--- config.mk ---
export PLATFORM = sky130hd
export DESIGN_NAME = audio_dac_stream_sequencer
export DESIGN_NICKNAME = d
export VERILOG_FILES = /design/src/rtl/audio_pkg.sv /design/src/rtl/audio_sample_fifo.sv /design/src/rtl/audio_dac_stream_sequencer.sv
export SDC_FILE = /design/constraint.sdc
export NUM_CORES = 1
export LEC_CHECK = 0
export BUFFER_PORTS_ARGS = -buffer_cell sky130_fd_sc_hd__buf_2
export CAP_MARGIN = 0
export CORE_ASPECT_RATIO = 1.4
export CORE_MARGIN = 2
export CORE_UTILIZATION = 50
export CTS_CLUSTER_SIZE = 25
export DETAILED_ROUTE_END_ITERATION = 10
export GPL_TIMING_DRIVEN = 0
export PLACE_DENSITY = 0.7
export SYNTH_ARGS = -nofsm -noshare
export SYNTH_HDL_FRONTEND = slang
export SYNTH_SLANG_ARGS = --single-unit
--- constraint.sdc ---
create_clock -name clk -period 2.9 [get_ports clk]
set_input_delay 0.58 -clock clk [delete_from_list [all_inputs] [get_ports clk]]
set_output_delay 0.58 -clock clk [all_outputs]
set_load 0.05 [all_outputs]
--- src/rtl/audio_pkg.sv ---
// rtl/audio_pkg.sv - shared widths, frame constants and sample type for the DAC stream sequencer
package audio_pkg;

    localparam int AUDIO_SAMPLE_W    = 16;
    localparam int STEREO_FRAME_BITS = 2 * AUDIO_SAMPLE_W;

    // Lowest legal frame length (one bit of slack beyond a full stereo word)
    // and lowest divider that still leaves setup time for the ser-des.
    localparam int MIN_FRAME_BCLKS = 33;
    localparam int MIN_BCLK_DIV    = 4;
    localparam int MAX_FRAME_BCLKS = 256;
    localparam int MAX_BCLK_DIV    = 255;

    typedef struct packed {
        logic [AUDIO_SAMPLE_W-1:0] left;
        logic [AUDIO_SAMPLE_W-1:0] right;
    } stereo_sample_t;

    function automatic stereo_sample_t pack_sample(input logic [AUDIO_SAMPLE_W-1:0] left,
                                                   input logic [AUDIO_SAMPLE_W-1:0] right);
        stereo_sample_t s;
        s.left  = left;
        s.right = right;
        return s;
    endfunction

endpackage

--- src/rtl/audio_sample_fifo.sv ---
// rtl/audio_sample_fifo.sv - small synchronous FIFO holding stereo samples
module audio_sample_fifo
    import audio_pkg::*;
#(
    parameter int DEPTH = 4,
    parameter int WIDTH = STEREO_FRAME_BITS
) (
    input  logic                     clk,
    input  logic                     reset_n,
    input  logic                     push,
    input  logic                     pop,
    input  logic [WIDTH-1:0]         wdata,
    output logic [WIDTH-1:0]         rdata,
    output logic [$clog2(DEPTH):0]   level,
    output logic                     empty,
    output logic                     full
);

    localparam int PTR_W = $clog2(DEPTH);
    localparam int LVL_W = PTR_W + 1;

    logic [WIDTH-1:0] r_mem [DEPTH];
    logic [PTR_W-1:0] r_wr_ptr;
    logic [PTR_W-1:0] r_rd_ptr;
    logic [LVL_W-1:0] r_level;
    logic             r_full;
    logic             w_push;
    logic             w_pop;
    logic [LVL_W-1:0] w_level_nxt;

    // Requests are ignored when they cannot be honoured, so callers may be loose.
    assign w_push = push && !r_full;
    assign w_pop  = pop && (r_level != '0);

    // Occupancy is tracked separately from the pointers, which simply wrap.
    always_comb begin
        w_level_nxt = r_level;
        if (w_push && !w_pop) begin
            w_level_nxt = r_level + LVL_W'(1);
        end else if (w_pop && !w_push) begin
            w_level_nxt = r_level - LVL_W'(1);
        end
    end

    // Storage, pointers, occupancy and a registered full flag.
    always_ff @(posedge clk or negedge reset_n) begin
        if (!reset_n) begin
            for (int i = 0; i < DEPTH; i++) begin
                r_mem[i] <= '0;
            end
            r_wr_ptr <= '0;
            r_rd_ptr <= '0;
            r_level  <= '0;
            r_full   <= 1'b0;
        end else begin
            if (w_push) begin
                r_mem[r_wr_ptr] <= wdata;
                r_wr_ptr        <= r_wr_ptr + PTR_W'(1);
            end
            if (w_pop) begin
                r_rd_ptr <= r_rd_ptr + PTR_W'(1);
            end
            r_level <= w_level_nxt;
            r_full  <= (w_level_nxt == LVL_W'(DEPTH));
        end
    end

    assign rdata = r_mem[r_rd_ptr];
    assign level = r_level;
    assign empty = (r_level == '0);
    assign full  = r_full;

endmodule

--- src/rtl/audio_dac_stream_sequencer.sv ---
// rtl/audio_dac_stream_sequencer.sv - bit clock, frame strobe and sample presentation for the CODEC ser-des
module audio_dac_stream_sequencer
    import audio_pkg::*;
#(
    parameter int BCLK_DIV         = 4,
    parameter int FRAME_BCLKS      = 64,
    parameter int FIFO_DEPTH       = 4,
    parameter int UNDERFLOW_REPEAT = 0
) (
    input  logic                          clk,
    input  logic                          reset_n,
    input  logic                          enable,
    input  logic                          snk_valid,
    output logic                          snk_ready,
    input  logic [AUDIO_SAMPLE_W-1:0]     snk_data_L,
    input  logic [AUDIO_SAMPLE_W-1:0]     snk_data_R,
    output logic                          shift_clk,
    output logic                          dac_adc_valid,
    output logic [AUDIO_SAMPLE_W-1:0]     dac_data_L,
    output logic [AUDIO_SAMPLE_W-1:0]     dac_data_R,
    output logic [$clog2(FIFO_DEPTH):0]   fifo_level,
    output logic [15:0]                   underflow_cnt
);

    localparam int DIV_W = $clog2(BCLK_DIV);
    localparam int BIT_W = $clog2(FRAME_BCLKS);

    generate
        if (BCLK_DIV < MIN_BCLK_DIV || BCLK_DIV > MAX_BCLK_DIV) begin : g_bad_bclk_div
            $error("BCLK_DIV out of legal range");
        end
        if (FRAME_BCLKS < MIN_FRAME_BCLKS || FRAME_BCLKS > MAX_FRAME_BCLKS) begin : g_bad_frame
            $error("FRAME_BCLKS out of legal range");
        end
        if (FIFO_DEPTH < 2 || FIFO_DEPTH > 16 || (FIFO_DEPTH & (FIFO_DEPTH - 1)) != 0) begin : g_bad_depth
            $error("FIFO_DEPTH must be a power of 2 in 2..16");
        end
    endgenerate

    logic [DIV_W-1:0]          r_div_cnt;
    logic [BIT_W-1:0]          r_bit_cnt;
    logic                      r_shift_clk;
    logic                      r_dac_valid;
    logic [AUDIO_SAMPLE_W-1:0] r_dac_L;
    logic [AUDIO_SAMPLE_W-1:0] r_dac_R;
    logic [15:0]               r_underflow_cnt;

    logic                      w_div_tc;
    logic                      w_bit_last;
    logic                      w_frame_start;
    logic                      w_push;
    logic                      w_pop;
    logic                      w_fifo_empty;
    logic                      w_fifo_full;
    stereo_sample_t            w_wr_sample;
    stereo_sample_t            w_rd_sample;

    assign w_div_tc   = (r_div_cnt == DIV_W'(BCLK_DIV - 1));
    assign w_bit_last = (r_bit_cnt == BIT_W'(FRAME_BCLKS - 1));

    // The strobe rides the rising bit-clock edge of the last bit period, half a
    // bit before the falling edge the ser-des treats as frame start.
    assign w_frame_start = enable && w_div_tc && !r_shift_clk && w_bit_last;

    // snk_ready comes from the FIFO's registered full flag, so a pop in the
    // full cycle only reopens the sink on the following cycle.
    assign w_push      = snk_valid && snk_ready;
    assign w_pop       = w_frame_start && !w_fifo_empty;
    assign w_wr_sample = pack_sample(snk_data_L, snk_data_R);

    audio_sample_fifo #(
        .DEPTH (FIFO_DEPTH),
        .WIDTH (STEREO_FRAME_BITS)
    ) u_fifo (
        .clk     (clk),
        .reset_n (reset_n),
        .push    (w_push),
        .pop     (w_pop),
        .wdata   (w_wr_sample),
        .rdata   (w_rd_sample),
        .level   (fifo_level),
        .empty   (w_fifo_empty),
        .full    (w_fifo_full)
    );

    // Half-period divider, bit clock and bit counter; disabling abandons the frame.
    always_ff @(posedge clk or negedge reset_n) begin
        if (!reset_n) begin
            r_div_cnt   <= '0;
            r_shift_clk <= 1'b0;
            r_bit_cnt   <= '0;
        end else if (!enable) begin
            r_div_cnt   <= '0;
            r_shift_clk <= 1'b0;
            r_bit_cnt   <= '0;
        end else if (w_div_tc) begin
            r_div_cnt   <= '0;
            r_shift_clk <= ~r_shift_clk;
            if (r_shift_clk) begin
                r_bit_cnt <= w_bit_last ? '0 : r_bit_cnt + BIT_W'(1);
            end
        end else begin
            r_div_cnt <= r_div_cnt + DIV_W'(1);
        end
    end

    // One-clock frame-start strobe.
    always_ff @(posedge clk or negedge reset_n) begin
        if (!reset_n) begin
            r_dac_valid <= 1'b0;
        end else begin
            r_dac_valid <= w_frame_start;
        end
    end

    // Sample presented to the ser-des, refreshed on the strobe edge and held between strobes.
    always_ff @(posedge clk or negedge reset_n) begin
        if (!reset_n) begin
            r_dac_L <= '0;
            r_dac_R <= '0;
        end else if (w_frame_start) begin
            if (!w_fifo_empty) begin
                r_dac_L <= w_rd_sample.left;
                r_dac_R <= w_rd_sample.right;
            end else if (UNDERFLOW_REPEAT == 0) begin
                r_dac_L <= '0;
                r_dac_R <= '0;
            end
        end
    end

    // Saturating count of frames that found the FIFO empty.
    always_ff @(posedge clk or negedge reset_n) begin
        if (!reset_n) begin
            r_underflow_cnt <= '0;
        end else if (w_frame_start && w_fifo_empty && (r_underflow_cnt != 16'hFFFF)) begin
            r_underflow_cnt <= r_underflow_cnt + 16'd1;
        end
    end

    assign snk_ready     = !w_fifo_full;
    assign shift_clk     = r_shift_clk;
    assign dac_adc_valid = r_dac_valid;
    assign dac_data_L    = r_dac_L;
    assign dac_data_R    = r_dac_R;
    assign underflow_cnt = r_underflow_cnt;

endmodule

Yosys cells after proc, flatten, opt, wreduce, memory -nomap -nowiden
Cells that the tools add are included.

operators by class
  equality and inequality tests = 6
  add/sub/neg operators = 7
  reduce and logical (&&, ||, !) cells = 20
  bitwise operators = 3
  order comparisons = 3
  multiplexer cells = 18

operators with widths
  operator                                                     number
  bitwise mux 128 bit                                          1
  two-way mux 32 bit                                           3
  binary-select mux 32 bit (select 2 bit)                      1
  demux 32 bit (select 2 bit)                                  1
  two-way mux 16 bit                                           2
  two-way mux 6 bit                                            4
  adder 16 x 1 -> 16 bit (second input constant)               1
  inequality test 16 bit (second input constant)               1
  logical AND 1 bit                                            12
  adder 2 x 1 -> 2 bit (second input constant)                 3
  adder 6 x 1 -> 6 bit (second input constant)                 1
  == test 6 bit (second input constant)                        1
  >= comparator 3 bit (second input constant)                  2
  two-way mux 3 bit                                            2
  NOT 2 -> 3 bit                                               2
  zero test 1 bit                                              5
  two-way mux 2 bit                                            2
  inequality test 2 x 1 -> 1 bit (second input constant)       2
  adder 3 x 1 -> 3 bit (second input constant)                 1
  == test 3 bit (second input constant)                        1
  zero test 3 bit                                              1
  less-than comparator 3 x 1 -> 1 bit (second input constant)  1
  nonzero test 3 bit                                           1
  subtractor 3 x 1 -> 3 bit (second input constant)            1
  other kinds (4)                                              5

word-level totals
  logic and storage cells = 72
  register bits = 194

Logic depth before layout (Yosys ltp)
  depth in word-level cells = 10
  depth in mapped cells = 7
  gate-level depth less buffers = 7

Modules after synthesis
From an unflattened synthesis, not the netlist that was laid out.

unflattened totals
  cells, all modules = 621
  area total of the unflattened synthesis = 9323.9 µm²

modules (own cells, without submodules)
  module                      area each (µm²)  sequential area each (µm²)  cells an instance  instances
  audio_sample_fifo           6693.9           3403.3                      360                1
  audio_dac_stream_sequencer  2630.0           1451.4                      261                1

Least setup slack after synthesis
OpenSTA, ideal clock, no wires.

  kind = register -> register
  from = register u_fifo.r_level[0], in the netlist u_fifo.level[0]
  to = register r_underflow_cnt[13], in the netlist underflow_cnt[13]
  setup time = 0.143 ns
  arrival time = 2.086 ns
  slack = 0.671 ns
  cell stages (with the launch flop) = 8
  period minus slack after synthesis = 2.229 ns
  buffers on the path = 0
  required time = 2.757 ns
  cells stage by stage = dfrtp_1 -> inv_1 -> ha_1 -> ha_1 -> and3_1 -> nand4_2 -> or4_1 -> xnor2_1

on the way
  word-level cells in the longest chain between the ends = 3

ends and longest elaborated chain
  what                             line                               text
  start: declaration               audio_sample_fifo.sv:25            logic [LVL_W-1:0] r_level;
  start signal: assignment         audio_sample_fifo.sv:63            r_level <= w_level_nxt;
  zero test 3 bit                  audio_sample_fifo.sv:70            assign empty = (r_level == '0);
  logical AND 1 bit (2 in series)  audio_dac_stream_sequencer.sv:136  end else if (w_frame_start && w_fifo_empty && (r_underflow_cnt != 16'hFFFF)) begin
  end signal: assignment           audio_dac_stream_sequencer.sv:137  r_underflow_cnt <= r_underflow_cnt + 16'd1;
  end: declaration                 audio_dac_stream_sequencer.sv:46   logic [15:0] r_underflow_cnt;

No other way between the ends.
A chain may end at the register's enable or synchronous reset.

Worst setup path in the final report
Same ends and word-level chain as after synthesis.

==> impl_metrics.yaml <==
final_layout:
  fillers: 1364
  fin_nets: 709
  num_antenna_cells: 0
  stdcell_area_um2: 9773
  layout-drive-gt1-share: 0.4719
  area_growth_pct: 15.56
floorplan:
  die_w_um: 113.9
  die_h_um: 157.9
  start_util: 0.5071
  die_area_um2: 17980
  fp.coreArea_um2: 16680
  rows: 56
  boundaryPins: 90
yosys:
  synth_area_leaders: "dfrtp_1 (57%), mux2_2 (17%), mux4_2 (8.5%), a22o_1 (3.4%), ha_1 (1.5%)"
  synthFlopType: "dfrtp_1"
  synth_seq_area_share: 0.5740
  synth_area_um2: 8457
  synth_cells: 554
  synth_area_leader_cell: "dfrtp_1"
  yosysUniqueCellTypes: 48
  ys_ff_latch: 194
  syn-num-nets: 600
  yosysMostFrequentCell: "dfrtp_1"
  yosys_warnings: 0
  synth_top_area_frac: 0.5740
  synth_edf_count: 0
  ys_async_sr_fraction: 1.000
  synth_area_per_cell_um2: 15.27
  synth_commonest_cells: "dfrtp_1 (194), mux2_2 (130), a22o_1 (33)"
pwr:
  p_switching_uw: 2435
  power.leakage_uw: 0.004532
  p_int_uw: 6379
  pwr-share-comb: 0.265
  p_seq_frac: 0.473
  powerDensity_nw_per_um2: 901.9
  p_clk_frac: 0.262
  p_sw_frac: 0.2763
  peakVddDrop_uv: 420.9
timing:
  max_freq_ghz: 0.4634
  max_slew_margin: 0.5259
  maxSlewViolCount: 0
  setup_ws_ps: 742.0
  fin_crit_ps: 2158
  tightestPinTransition_ps: 711.2
  finalHoldViolations: 0
  setup_violations: 0
  finalCritPeriodShare: 0.7441
  fin_worst_skew_ps: 9.988
  rsz0062_at_grt: "no"
global_routing:
  grt_pass1_wl_um: 27770
  overflow: 0
  grt_max_degree: 118
  antenna_found_initial: 1
  first_global_vias: 5298
  track_usage: 0.2014
clocking:
  cts_sinks: 194
  holdBufCountCts: 0
  clock_latency_ps: 430
  cts_root_buf: "clkbuf_16"
  ctsHtreeMaxLevel: 4
  cts_tree: "yes"
  clk_pin_slew_worst_paths_ps: 70
  cts_buffer_depth: 2
  cts_setup_buffers: 0
  cts_resized: 0
  numCtsBuffers: 17
worst_setup_path:
  endpoint_kind: "register"
  cp-start-kind: "register"
  crit_arrival_ps: 2470
  required_ps: 3210
  crit_path_max_fanout: 7
  worstSetupPathType: "register to register"
routing:
  drc_errors: 0
  routed_via_density: 5.719
  ant_nets: 0
  drt_pre_antenna_iters: 4
  wire_per_inst_um: 19.21
  vias: 5027
  drtIter0Drc: 325
  drt_wl_total_um: 16890
placement:
  port_buffers: 89
  hpwlAfterDp_um: 11500
  placed_cell_area_um2: 9194
  dp_worst_setup_slack_ps: 754.2
  gp_congestion: 0.8339
outcome:
  status: "complete, no violations"
hold_path:
  hold_path_class: "input pin to asynchronous set/reset pin"
run:
  drv_cap: 0
-- final timing paths --
| kind | from | end | slack [ps] | cells after the start |
|---|---|---|---|---|
| worst max-delay path | u_fifo.level[0] | underflow_cnt[13] | 740 | 7 |
| worst min-delay path | reset_n | underflow_cnt[3] | 130 | 1 |
| worst max register to register | u_fifo.level[0] | underflow_cnt[13] | 740 | 7 |
| worst min register to register | r_div_cnt[0] | r_div_cnt[0] | 440 | 1 |
| max in group asynchronous | reset_n | dac_data_R[8] | 1800 | 2 |
| min in group clk | snk_data_L[0] | u_fifo.r_mem[16] | 420 | 2 |
-- cell families after synthesis --
group / after synthesis / share of synthesized area
AO/OA/AOI/OAI: 48 / 0.04646
flip-flops: 194 / 0.5740
AND/OR/NAND/NOR: 79 / 0.06140
buffers and inverters: 38 / 0.02042
adder cells (fa/ha/maj): 10 / 0.01480
XOR/XNOR: 20 / 0.02071
multiplexers: 165 / 0.2622
-- flip-flops by register name, summed over array words and instances (netlist names) --
signal	flops
r_div_cnt	2
u_fifo.level	3
r_bit_cnt	6
shift_clk	1
u_fifo.r_wr_ptr	2
u_fifo.full	1
u_fifo.r_rd_ptr	2
u_fifo.r_mem	128
dac_data_R	16
dac_data_L	16
dac_adc_valid	1
underflow_cnt	16
-- cells in the final DEF (no fill, tap or decap), types with 2 or more instances in the layout --
cell type,Yosys,layout
dfrtp_1,194,194
mux2_2,130,130
buf_2,21,109
a22o_1,33,33
mux4_2,32,32
nand2_1,19,19
clkbuf_16,0,17
xor2_1,13,13
clkbuf_1,8,10
ha_1,10,10
nor3_1,9,9
inv_1,8,8
xnor2_1,7,7
o21ai_0,6,6
nor2_1,5,5
nand3_1,5,5
nor4_2,4,4
and3_1,4,4
and2_1,4,4
nand4_1,4,4
clkinv_2,0,4
nor3b_1,3,3
nor4_1,3,3
nand4_2,2,2
nor2b_1,2,2
nand2b_1,2,2
mux2_1,2,2
and4_1,2,2
bufinv_16,0,2
clkinvlp_4,0,2
clkinv_4,0,2
-- routing by layer --
metal	track usage	part of all wire
met1	0.2544	0.43
met2	0.3490	0.52
met3	0.04211	0.034
met4	0.06446	0.012
met5	0	0.00041
-- area by class of cell --
class | count | area, um^2 | share of cell area
multi-input combinational | 322 | 3430 | 0.3509
timing repair buffer | 90 | 483.0 | 0.04942
inverter | 8 | 30.03 | 0.003073
tap | 203 | 254.0 | 0.02599
sequential | 194 | 4855 | 0.4967
buffer | 30 | 142.6 | 0.01459
clock buffer | 20 | 446.7 | 0.04570
clock inverter | 12 | 132.6 | 0.01357
-- power by group through the flow --
stage          registers [uW]  logic (uW)  clock network (uW)
3_5_place_dp             4220        2370                   0
3_3_place_gp             4110        2240                   0
4_1_cts                  4170        2380                2360
6_report                 4170        2340                2310
5_1_grt                  4280        2560                2460
2_1_floorplan            4110        1830                   0
-- critical path, cell delays in order, from the launching register on --
cell	delay (ps)
dfrtp_1	440
inv_1	100
ha_1	150
ha_1	340
and3_1	220
nand4_2	190
or4_1	470
xnor2_1	140
-- metrics by stage --
stage | setup TNS (ps) | instances | hold slack, ps | power [uW] | utilization
6_report | 0 | 879 | 128.8 | 8815 | 0.5861
2_1_floorplan | 0 | 554 | 284.4 | 5945 | -
3_5_place_dp | 0 | 847 | 431.6 | 6590 | 0.5513
3_3_place_gp | -322090 | 846 | 423.2 | 6347 | 0.5491
5_1_grt | 0 | 879 | 169.9 | 9304 | 0.5861
4_1_cts | 0 | 879 | 142.7 | 8905 | 0.5861
(Power assumes the default switching activity.)
